`config.mk`:
```
export PLATFORM = sky130hd
export DESIGN_NAME = lfsr_seq_ctrl_flat
export DESIGN_NICKNAME = d
export VERILOG_FILES = /design/src/rtl/lfsr_seq_ctrl_if.sv /design/src/rtl/lfsr_seq_ctrl.sv /design/src/flat_wrapper.sv
export SDC_FILE = /design/constraint.sdc
export NUM_CORES = 1
export LEC_CHECK = 0
export CORE_MARGIN = 10
export CORE_UTILIZATION = 44
export DETAILED_ROUTE_END_ITERATION = 6
export HOLD_SLACK_MARGIN = 0.15
export PLACE_DENSITY_LB_ADDON = 0.08
export SKIP_CTS_REPAIR_TIMING = 1
export SYNTH_ARGS = -nofsm -noshare
export SYNTH_HDL_FRONTEND = slang
export SYNTH_SLANG_ARGS = --single-unit
```
`constraint.sdc`:
```
create_clock -name clk -period 2.1 [get_ports clk]
set_input_delay 0.525 -clock clk [delete_from_list [all_inputs] [get_ports clk]]
set_output_delay 0.525 -clock clk [all_outputs]
set_load 0.01 [all_outputs]
```
`src/rtl/lfsr_seq_ctrl_if.sv`:
```
// Signal bundle between the LFSR sequencer (slave) and its environment (master):
// start request, LFSR control/result lines and the downstream valid/ready result port.
interface lfsr_seq_ctrl_if #(
    parameter int WIDTH = 8,
    parameter int CNT_W = 8
);
    logic             start;
    logic [WIDTH-1:0] seed;
    logic [CNT_W-1:0] count;
    logic             busy;
    logic             lfsr_load;
    logic [WIDTH-1:0] lfsr_init;
    logic             lfsr_shift;
    logic [WIDTH-1:0] lfsr_result;
    logic [WIDTH-1:0] out_data;
    logic             out_valid;
    logic             out_ready;

    modport master (
        output start, seed, count, lfsr_result, out_ready,
        input  busy, lfsr_load, lfsr_init, lfsr_shift, out_data, out_valid
    );

    modport slave (
        input  start, seed, count, lfsr_result, out_ready,
        output busy, lfsr_load, lfsr_init, lfsr_shift, out_data, out_valid
    );
endinterface

```
`src/rtl/lfsr_seq_ctrl.sv`:
```
// Sequencer for the 8-bit LFSR stage: load seed, issue `count` shifts, capture and hand off.
// Optional LFSR_SEQ_CTRL_ABORT_EN adds an abort input that cancels LOAD/SHIFT/CAPT.
module lfsr_seq_ctrl #(
    parameter int WIDTH = 8,
    parameter int CNT_W = 8
) (
    input  logic clk,
    input  logic rst,
`ifdef LFSR_SEQ_CTRL_ABORT_EN
    input  logic abort,
`endif
    lfsr_seq_ctrl_if.slave bus
);

    typedef enum logic [2:0] {
        IDLE  = 3'd0,
        LOAD  = 3'd1,
        SHIFT = 3'd2,
        CAPT  = 3'd3,
        VALID = 3'd4
    } state_t;

    state_t           state;
    state_t           state_next;
    logic [CNT_W-1:0] remaining;
    logic [WIDTH-1:0] init_q;
    logic [WIDTH-1:0] data_q;
    logic             valid_q;
    logic             abort_hit;

`ifdef LFSR_SEQ_CTRL_ABORT_EN
    assign abort_hit = abort && ((state == LOAD) || (state == SHIFT) || (state == CAPT));
`else
    assign abort_hit = 1'b0;
`endif

    always_ff @(posedge clk or posedge rst) begin
        if (rst) begin
            state <= IDLE;
        end else begin
            state <= state_next;
        end
    end

    // Abort overrides every transition out of the working states.
    always_comb begin
        state_next = state;
        case (state)
            IDLE:    if (bus.start) state_next = LOAD;
            LOAD:    state_next = (remaining != '0) ? SHIFT : CAPT;
            SHIFT:   if (remaining == CNT_W'(1)) state_next = CAPT;
            CAPT:    state_next = VALID;
            VALID:   if (bus.out_ready) state_next = IDLE;
            default: state_next = IDLE;
        endcase
        if (abort_hit) begin
            state_next = IDLE;
        end
    end

    always_ff @(posedge clk or posedge rst) begin
        if (rst) begin
            init_q    <= '0;
            remaining <= '0;
            data_q    <= '0;
            valid_q   <= 1'b0;
        end else begin
            case (state)
                IDLE: begin
                    if (bus.start) begin
                        init_q    <= bus.seed;
                        remaining <= bus.count;
                    end
                end
                SHIFT: begin
                    remaining <= remaining - CNT_W'(1);
                end
                CAPT: begin
                    if (!abort_hit) begin
                        data_q  <= bus.lfsr_result;
                        valid_q <= 1'b1;
                    end
                end
                VALID: begin
                    if (bus.out_ready) begin
                        valid_q <= 1'b0;
                    end
                end
                default: begin
                end
            endcase
        end
    end

    assign bus.busy       = (state != IDLE);
    assign bus.lfsr_load  = (state == LOAD);
    assign bus.lfsr_shift = (state == SHIFT);
    assign bus.lfsr_init  = init_q;
    assign bus.out_data   = data_q;
    assign bus.out_valid  = valid_q;

endmodule

```
`src/flat_wrapper.sv`:
```
// flat-port wrapper written by rule: the top's interface ports become plain ports
module lfsr_seq_ctrl_flat 
#(
    parameter int WIDTH = 8,
    parameter int CNT_W = 8
)
  (clk, rst, bus_start, bus_seed, bus_count, bus_lfsr_result, bus_out_ready, bus_busy, bus_lfsr_load, bus_lfsr_init, bus_lfsr_shift, bus_out_data, bus_out_valid);
  lfsr_seq_ctrl_if #(.WIDTH(WIDTH), .CNT_W(CNT_W)) bus_i ();
  input  logic clk;
  input  logic rst;
  input wire logic [$bits(bus_i.start)-1:0] bus_start;
  input wire logic [$bits(bus_i.seed)-1:0] bus_seed;
  input wire logic [$bits(bus_i.count)-1:0] bus_count;
  input wire logic [$bits(bus_i.lfsr_result)-1:0] bus_lfsr_result;
  input wire logic [$bits(bus_i.out_ready)-1:0] bus_out_ready;
  output wire logic [$bits(bus_i.busy)-1:0] bus_busy;
  output wire logic [$bits(bus_i.lfsr_load)-1:0] bus_lfsr_load;
  output wire logic [$bits(bus_i.lfsr_init)-1:0] bus_lfsr_init;
  output wire logic [$bits(bus_i.lfsr_shift)-1:0] bus_lfsr_shift;
  output wire logic [$bits(bus_i.out_data)-1:0] bus_out_data;
  output wire logic [$bits(bus_i.out_valid)-1:0] bus_out_valid;
  assign bus_i.start = bus_start;
  assign bus_i.seed = bus_seed;
  assign bus_i.count = bus_count;
  assign bus_i.lfsr_result = bus_lfsr_result;
  assign bus_i.out_ready = bus_out_ready;
  assign bus_busy = bus_i.busy;
  assign bus_lfsr_load = bus_i.lfsr_load;
  assign bus_lfsr_init = bus_i.lfsr_init;
  assign bus_lfsr_shift = bus_i.lfsr_shift;
  assign bus_out_data = bus_i.out_data;
  assign bus_out_valid = bus_i.out_valid;
  lfsr_seq_ctrl #(.WIDTH(WIDTH), .CNT_W(CNT_W)) u_core (.clk(clk), .rst(rst), .bus(bus_i));
endmodule
```
==> results.py, run 1 <==
metrics = {
    "status": {
        "outcome": "finished, final reports clean",
    },
    "timing": {
        "layout_min_cycle_time_ns": 1.96,
        "tns_ns": 0,
        "fin_crit_sh_pct": 93.2,
        "slew_violations": 0,
        "fmax_mhz": 511,
        "max_slew_margin_pct": 71.5,
        "worst_pin_slew_ns": 0.427,
        "finalClockSkew_ns": 0.00214,
        "setup_viol": 0,
        "rsz0062_at_grt": "no",
        "whs_ns": 0.499,
        "hold_viol": 0,
    },
    "synthesis": {
        "avgSynthCellArea_um2": 10.3,
        "synth.cell_area_um2": 1330,
        "synth.ff_latch_count": 28,
        "synth_simple_gate_area_share_pct": 22.9,
        "synth.area.mux_share_pct": 6.76,
        "yosys.area.top_type": "dfrtp_1",
        "synth_cell_types": 33,
        "synth_xor_area_share_pct": 0,
        "synth_enable_flop_cells": 0,
        "yosysTopAreaCellShare_pct": 52.6,
        "yosys-top-cells-area": "dfrtp_1 53%, nand2_1 9.0%, mux2_2 6.8%",
        "synth_cells": 130,
        "yosys_most_used_dff": "dfrtp_1",
        "synth-seq-area-share_pct": 52.6,
        "synth_top_family_by_area": "simple AND/OR/NAND/NOR gates",
        "synth_most_common_cell": "nand2_1",
        "synth_compound_area_share_pct": 10.5,
        "ys_warn_count": 0,
        "synth_fa_ha_area_share_pct": 2.82,
        "synth_nets": 161,
        "synth_common_cells": "32 x nand2_1, 28 x dfrtp_1, 12 x nor2_1",
        "async_reset_ff_share_pct": 100,
    },
    "global_routing": {
        "grt_max_degree": 29,
        "grt_usage_pct": 12.0,
        "grt_pass1_vias": 1168,
        "grt_pass1_wl_um": 5400,
        "antenna_found_initial": 0,
        "grt_overflow": 0,
    },
    "setup_path": {
        "r2r-start": "u_core.state[0]",
        "cp.required_ns": 1.57,
        "reg2reg_to": "u_core.remaining[2]",
        "arrival_ns": 1.43,
        "rrSetupSlack_ns": 0.44,
        "timing.critical_path.from_type": "register",
        "reg2reg_depth": 6,
        "cp_max_fo": 10,
        "crit_path_end_kind": "primary output",
        "crit_type": "reg -> out",
    },
    "floorplan": {
        "rows": 19,
        "start_util_pct": 47.1,
        "die_h_um": 75.0,
        "ios": 48,
        "fp.dieW_um": 75.0,
        "core_area_um2": 2830,
        "die_area_um2": 5630,
    },
    "routing": {
        "vias": 1129,
        "first_pass_iters": 4,
        "avgViaCountPerCell": 5.23,
        "wl_per_cell_um": 15.4,
        "drc": 0,
        "ant_nets": 0,
        "wirelength_um": 3320,
        "drt-initial-drc-count": 35,
    },
    "power": {
        "pwr_density_cell_nw_per_um2": 1450,
        "p_leak_nw": 0.902,
        "ir_worst_vdd_mv": 0.838,
        "finalPower_w": 0.00283,
    },
    "clock_tree": {
        "cts-root-buf": "clkbuf_4",
        "cts.path.max_buffers": 2,
        "clk_latency_ns": 0.32,
        "clkTransAtPathRegs_ns": 0.15,
        "htree_levels": 1,
        "cts_made_buffers": 3,
        "tritoncts": "yes",
        "cts_sinks": 28,
    },
    "min_path": {
        "min_to": "u_core.bus.lfsr_init[6]",
        "hold_depth": 2,
        "hold_start": "u_core.bus.lfsr_init[6]",
        "worstHoldPathType": "reg -> reg",
    },
    "finish": {
        "num-fill-cells": 232,
        "stdcell_count": 216,
        "layout-drive-gt1-share_pct": 14.6,
        "antenna_cells": 0,
        "area_delta_synth_final_pct": 46.3,
        "num-nets-final": 217,
        "fin_util_pct": 68.9,
    },
    "place": {
        "dp.cells": 212,
        "hpwl_um": 2580,
        "gp_congestion": 0.864,
        "port_buffers": 47,
    },
    "run": {
        "drv_cap": 0,
    },
}
==> worst max path at each step <==
stage	from	endpoint	slack, ns	cells past startpoint
2_1_floorplan	u_core.state[2]	u_core.remaining[2]	0.50	6
3_3_place_gp	u_core.state[0]	bus_lfsr_shift	0.12	3
3_5_place_dp	bus_start	u_core.remaining[7]	0.05	5
4_1_cts	u_core.state[0]	bus_lfsr_shift	-0.27	3
5_1_grt	u_core.state[0]	bus_busy	0.07	3
6_report	u_core.state[0]	bus_busy	0.14	3
==> state kept, by name, indices dropped and copies added, names as in the netlist <==
name,flops
u_core.bus.out_data,8
u_core.bus.lfsr_init,8
u_core.remaining,8
u_core.bus.out_valid,1
u_core.state,3
==> critical path, cell delays in order (launching register included) <==
cell and delay [ns]:
dfrtp_1 0.41, buf_4 0.17, or3_1 0.36, dlymetal6s2s_1 0.18
==> layout by cell type, fill, tap and decap left out <==
cell type,synthesis,layout
nand3_1,2,2
ha_1,3,3
o311ai_1,2,2
nand2_1,32,32
or4_1,1,1
nor2_1,12,12
nor3b_2,0,1
clkdlybuf4s50_1,0,44
mux2_2,8,8
o211ai_1,1,1
clkbuf_4,0,3
nand4_1,1,1
or3_1,2,2
bufinv_16,0,1
a21oi_1,6,6
a311oi_1,1,1
or2_1,1,1
nor4b_4,1,1
nor3_1,2,2
o21ai_1,1,1
clkinv_8,1,1
o221a_1,1,1
nand3b_1,1,1
dfrtp_1,28,28
buf_4,0,9
a221o_1,2,2
nor2b_1,2,2
inv_1,4,4
nor2_4,1,1
dlymetal6s2s_1,0,3
nor3_2,1,1
a211oi_1,3,3
a32oi_1,2,2
or3b_4,0,1
nor4_1,1,1
==> report_power, final <==
part	switching [W]	internal, W
Sequential	0.000177	0.000798
Clock	0.000161	0.000193
Combinational	0.000708	0.000795
==> layer usage <==
layer  vias to the layer above  track usage [%]  share of wire [%]
met4                         0             3.15               0.48
met1                       541             13.7                 42
met2                        27             20.7                 49
li1                        559                -                  -
met5                         -                0                  0
met3                         2             4.47                7.9
==> metrics by stage <==
| stage | setup slack, ns | instance area, um^2 |
|---|---|---|
| finish | 0.142 | 1950 |
| CTS | -0.272 | 1930 |
| floorplan | 0.497 | 1330 |
| detailed placement | 0.0509 | 1880 |
| global route | 0.0653 | 1950 |
| global placement | 0.124 | 1880 |
==> cell families after synthesis <==
| family | count (synthesis) |
|---|---|
| simple gates | 62 |
| flops | 28 |
| fa+ha+maj | 3 |
| mux | 8 |
| buf+inv | 10 |
| compound gates | 19 |
==> final cells by class <==
type / instances / area, um^2 / share of cell area [%]
clock buffers: 3 / 22.5 / 1.16
repair buffers: 56 / 546 / 28.0
flip-flops and latches: 28 / 701 / 35.9
clock inverters: 1 / 30.0 / 1.54
multi-input cells: 92 / 581 / 29.8
inverters: 5 / 31.3 / 1.60
well taps: 31 / 38.8 / 1.99
No activity file was read; power rests on OpenSTA's default activity.
==> run 2, diff against run 1 <==
SETUP_SLACK_MARGIN = 0.5   (was not set)
==> results.py, run 2 (synthesized netlist as in run 1, its figures left out) <==
metrics = {
    "global_routing": {
        "grt_usage_pct": 12.4,
        "antenna_found_initial": 0,
        "grt_overflow": 0,
        "grt_pass1_wl_um": 5490,
        "grt_max_degree": 29,
        "grt_pass1_vias": 1177,
    },
    "clock_tree": {
        "cts-root-buf": "clkbuf_4",
        "clk_latency_ns": 0.33,
        "cts_sinks": 28,
        "cts_made_buffers": 3,
        "tritoncts": "yes",
        "htree_levels": 1,
        "cts.path.max_buffers": 2,
        "clkTransAtPathRegs_ns": 0.16,
    },
    "finish": {
        "final_cell_mix": "30 x nand2_1, 27 x clkdlybuf4s50_1, 26 x dfrtp_1, 17 x dlymetal6s2s_1, 14 x buf_4",
        "antenna_cells": 0,
        "layout-drive-gt1-share_pct": 28.3,
        "area_delta_synth_final_pct": 65.8,
        "final_common_cell": "nand2_1",
        "multi_input_area_um2": 656,
        "seqCellArea_um2": 703,
        "num-nets-final": 230,
        "num-fill-cells": 195,
    },
    "setup_path": {
        "crit_type": "reg -> out",
        "cp_max_fo": 5,
        "timing.critical_path.from_type": "register",
        "arrival_ns": 1.39,
        "reg2reg_depth": 6,
        "cp.required_ns": 1.57,
        "crit_path_end_kind": "primary output",
    },
    "routing": {
        "first_pass_iters": 4,
        "wl_per_cell_um": 17.5,
        "ant_nets": 0,
        "avgViaCountPerCell": 5.32,
        "drt-initial-drc-count": 63,
        "drc": 0,
        "wirelength_um": 4010,
        "vias": 1218,
    },
    "timing": {
        "worst_pin_slew_ns": 0.393,
        "tns_ns": 0,
        "hold_viol": 0,
        "finalClockSkew_ns": 0.0125,
        "fin_crit_sh_pct": 91.3,
        "fmax_mhz": 522,
        "setup_viol": 0,
        "rsz0062_at_grt": "yes",
        "max_slew_margin_pct": 73.6,
        "slew_violations": 0,
        "layout_min_cycle_time_ns": 1.92,
    },
    "power": {
        "p_leak_nw": 1.16,
        "pwr_density_cell_nw_per_um2": 1480,
        "finalPower_w": 0.00326,
        "ir_worst_vdd_mv": 1.02,
    },
    "floorplan": {
        "start_util_pct": 47.1,
        "ios": 48,
        "die_area_um2": 5630,
        "die_h_um": 75.0,
        "core_area_um2": 2830,
        "rows": 19,
        "fp.dieW_um": 75.0,
    },
    "place": {
        "port_buffers": 47,
        "gp_congestion": 0.890,
        "hpwl_um": 2610,
    },
    "status": {
        "outcome": "finished, final reports clean",
    },
    "run": {
        "drv_cap": 0,
    },
    "min_path": {
        "worstHoldPathType": "reg -> reg",
        "hold_depth": 2,
    },
}
## run 2: per-layer routing
metal | up-vias | GRT usage, % | wire (um)
li1 | 591 | - | -
met1 | 589 | 14.9 | 1630
met2 | 34 | 20.6 | 2090
met3 | 4 | 3.81 | 246
met4 | 0 | 3.78 | 42
met5 | - | 0 | 0
## run 2: path summary, 6_finish.rpt
path	start	end	slack (ns)
max	u_core.state[0]	bus_busy	0.18
max in group asynchronous	rst	u_core.state[2]	1.26
max reg2reg	u_core.state[2]	u_core.remaining[1]	0.42
min reg2reg	u_core.bus.lfsr_init[2]	u_core.bus.lfsr_init[2]	0.49
min in group asynchronous	rst	u_core.bus.out_data[7]	0.55
min	u_core.bus.lfsr_init[2]	u_core.bus.lfsr_init[2]	0.49
## run 2: area by class of cell
class	count	area share (%)
Clock buffer	3	1.02
Inverter	5	1.42
Timing Repair Buffer	69	33.0
Tap cell	31	1.76
Multi-Input combinational cell	92	29.7
Clock inverter	1	1.36
Sequential cell	28	31.8
## run 2: power breakdown
group          leakage (nW)  internal [W]  switching (W)
clock                0.0279      0.000193       0.000163
sequential            0.337      0.000801       0.000207
combinational         0.791       0.00102       0.000880
## run 2: worst max-delay path, cell delays in order, from the launching register on
cell     delay, ns
dfrtp_1       0.43
buf_6         0.14
or3_1         0.36
buf_2         0.15
## run 2: per-stage QoR
stage	instance area (um^2)	worst slack, ns	util (%)	hold slack [ns]	std cells
2_1_floorplan	1330	0.511	-	0.479	130
3_3_place_gp	1880	0.124	66.6	0.459	212
3_5_place_dp	1880	0.107	66.6	0.461	212
4_1_cts	1940	-0.267	68.4	0.499	216
5_1_grt	2210	0.132	78.1	0.514	229
6_report	2210	0.183	78.1	0.490	229
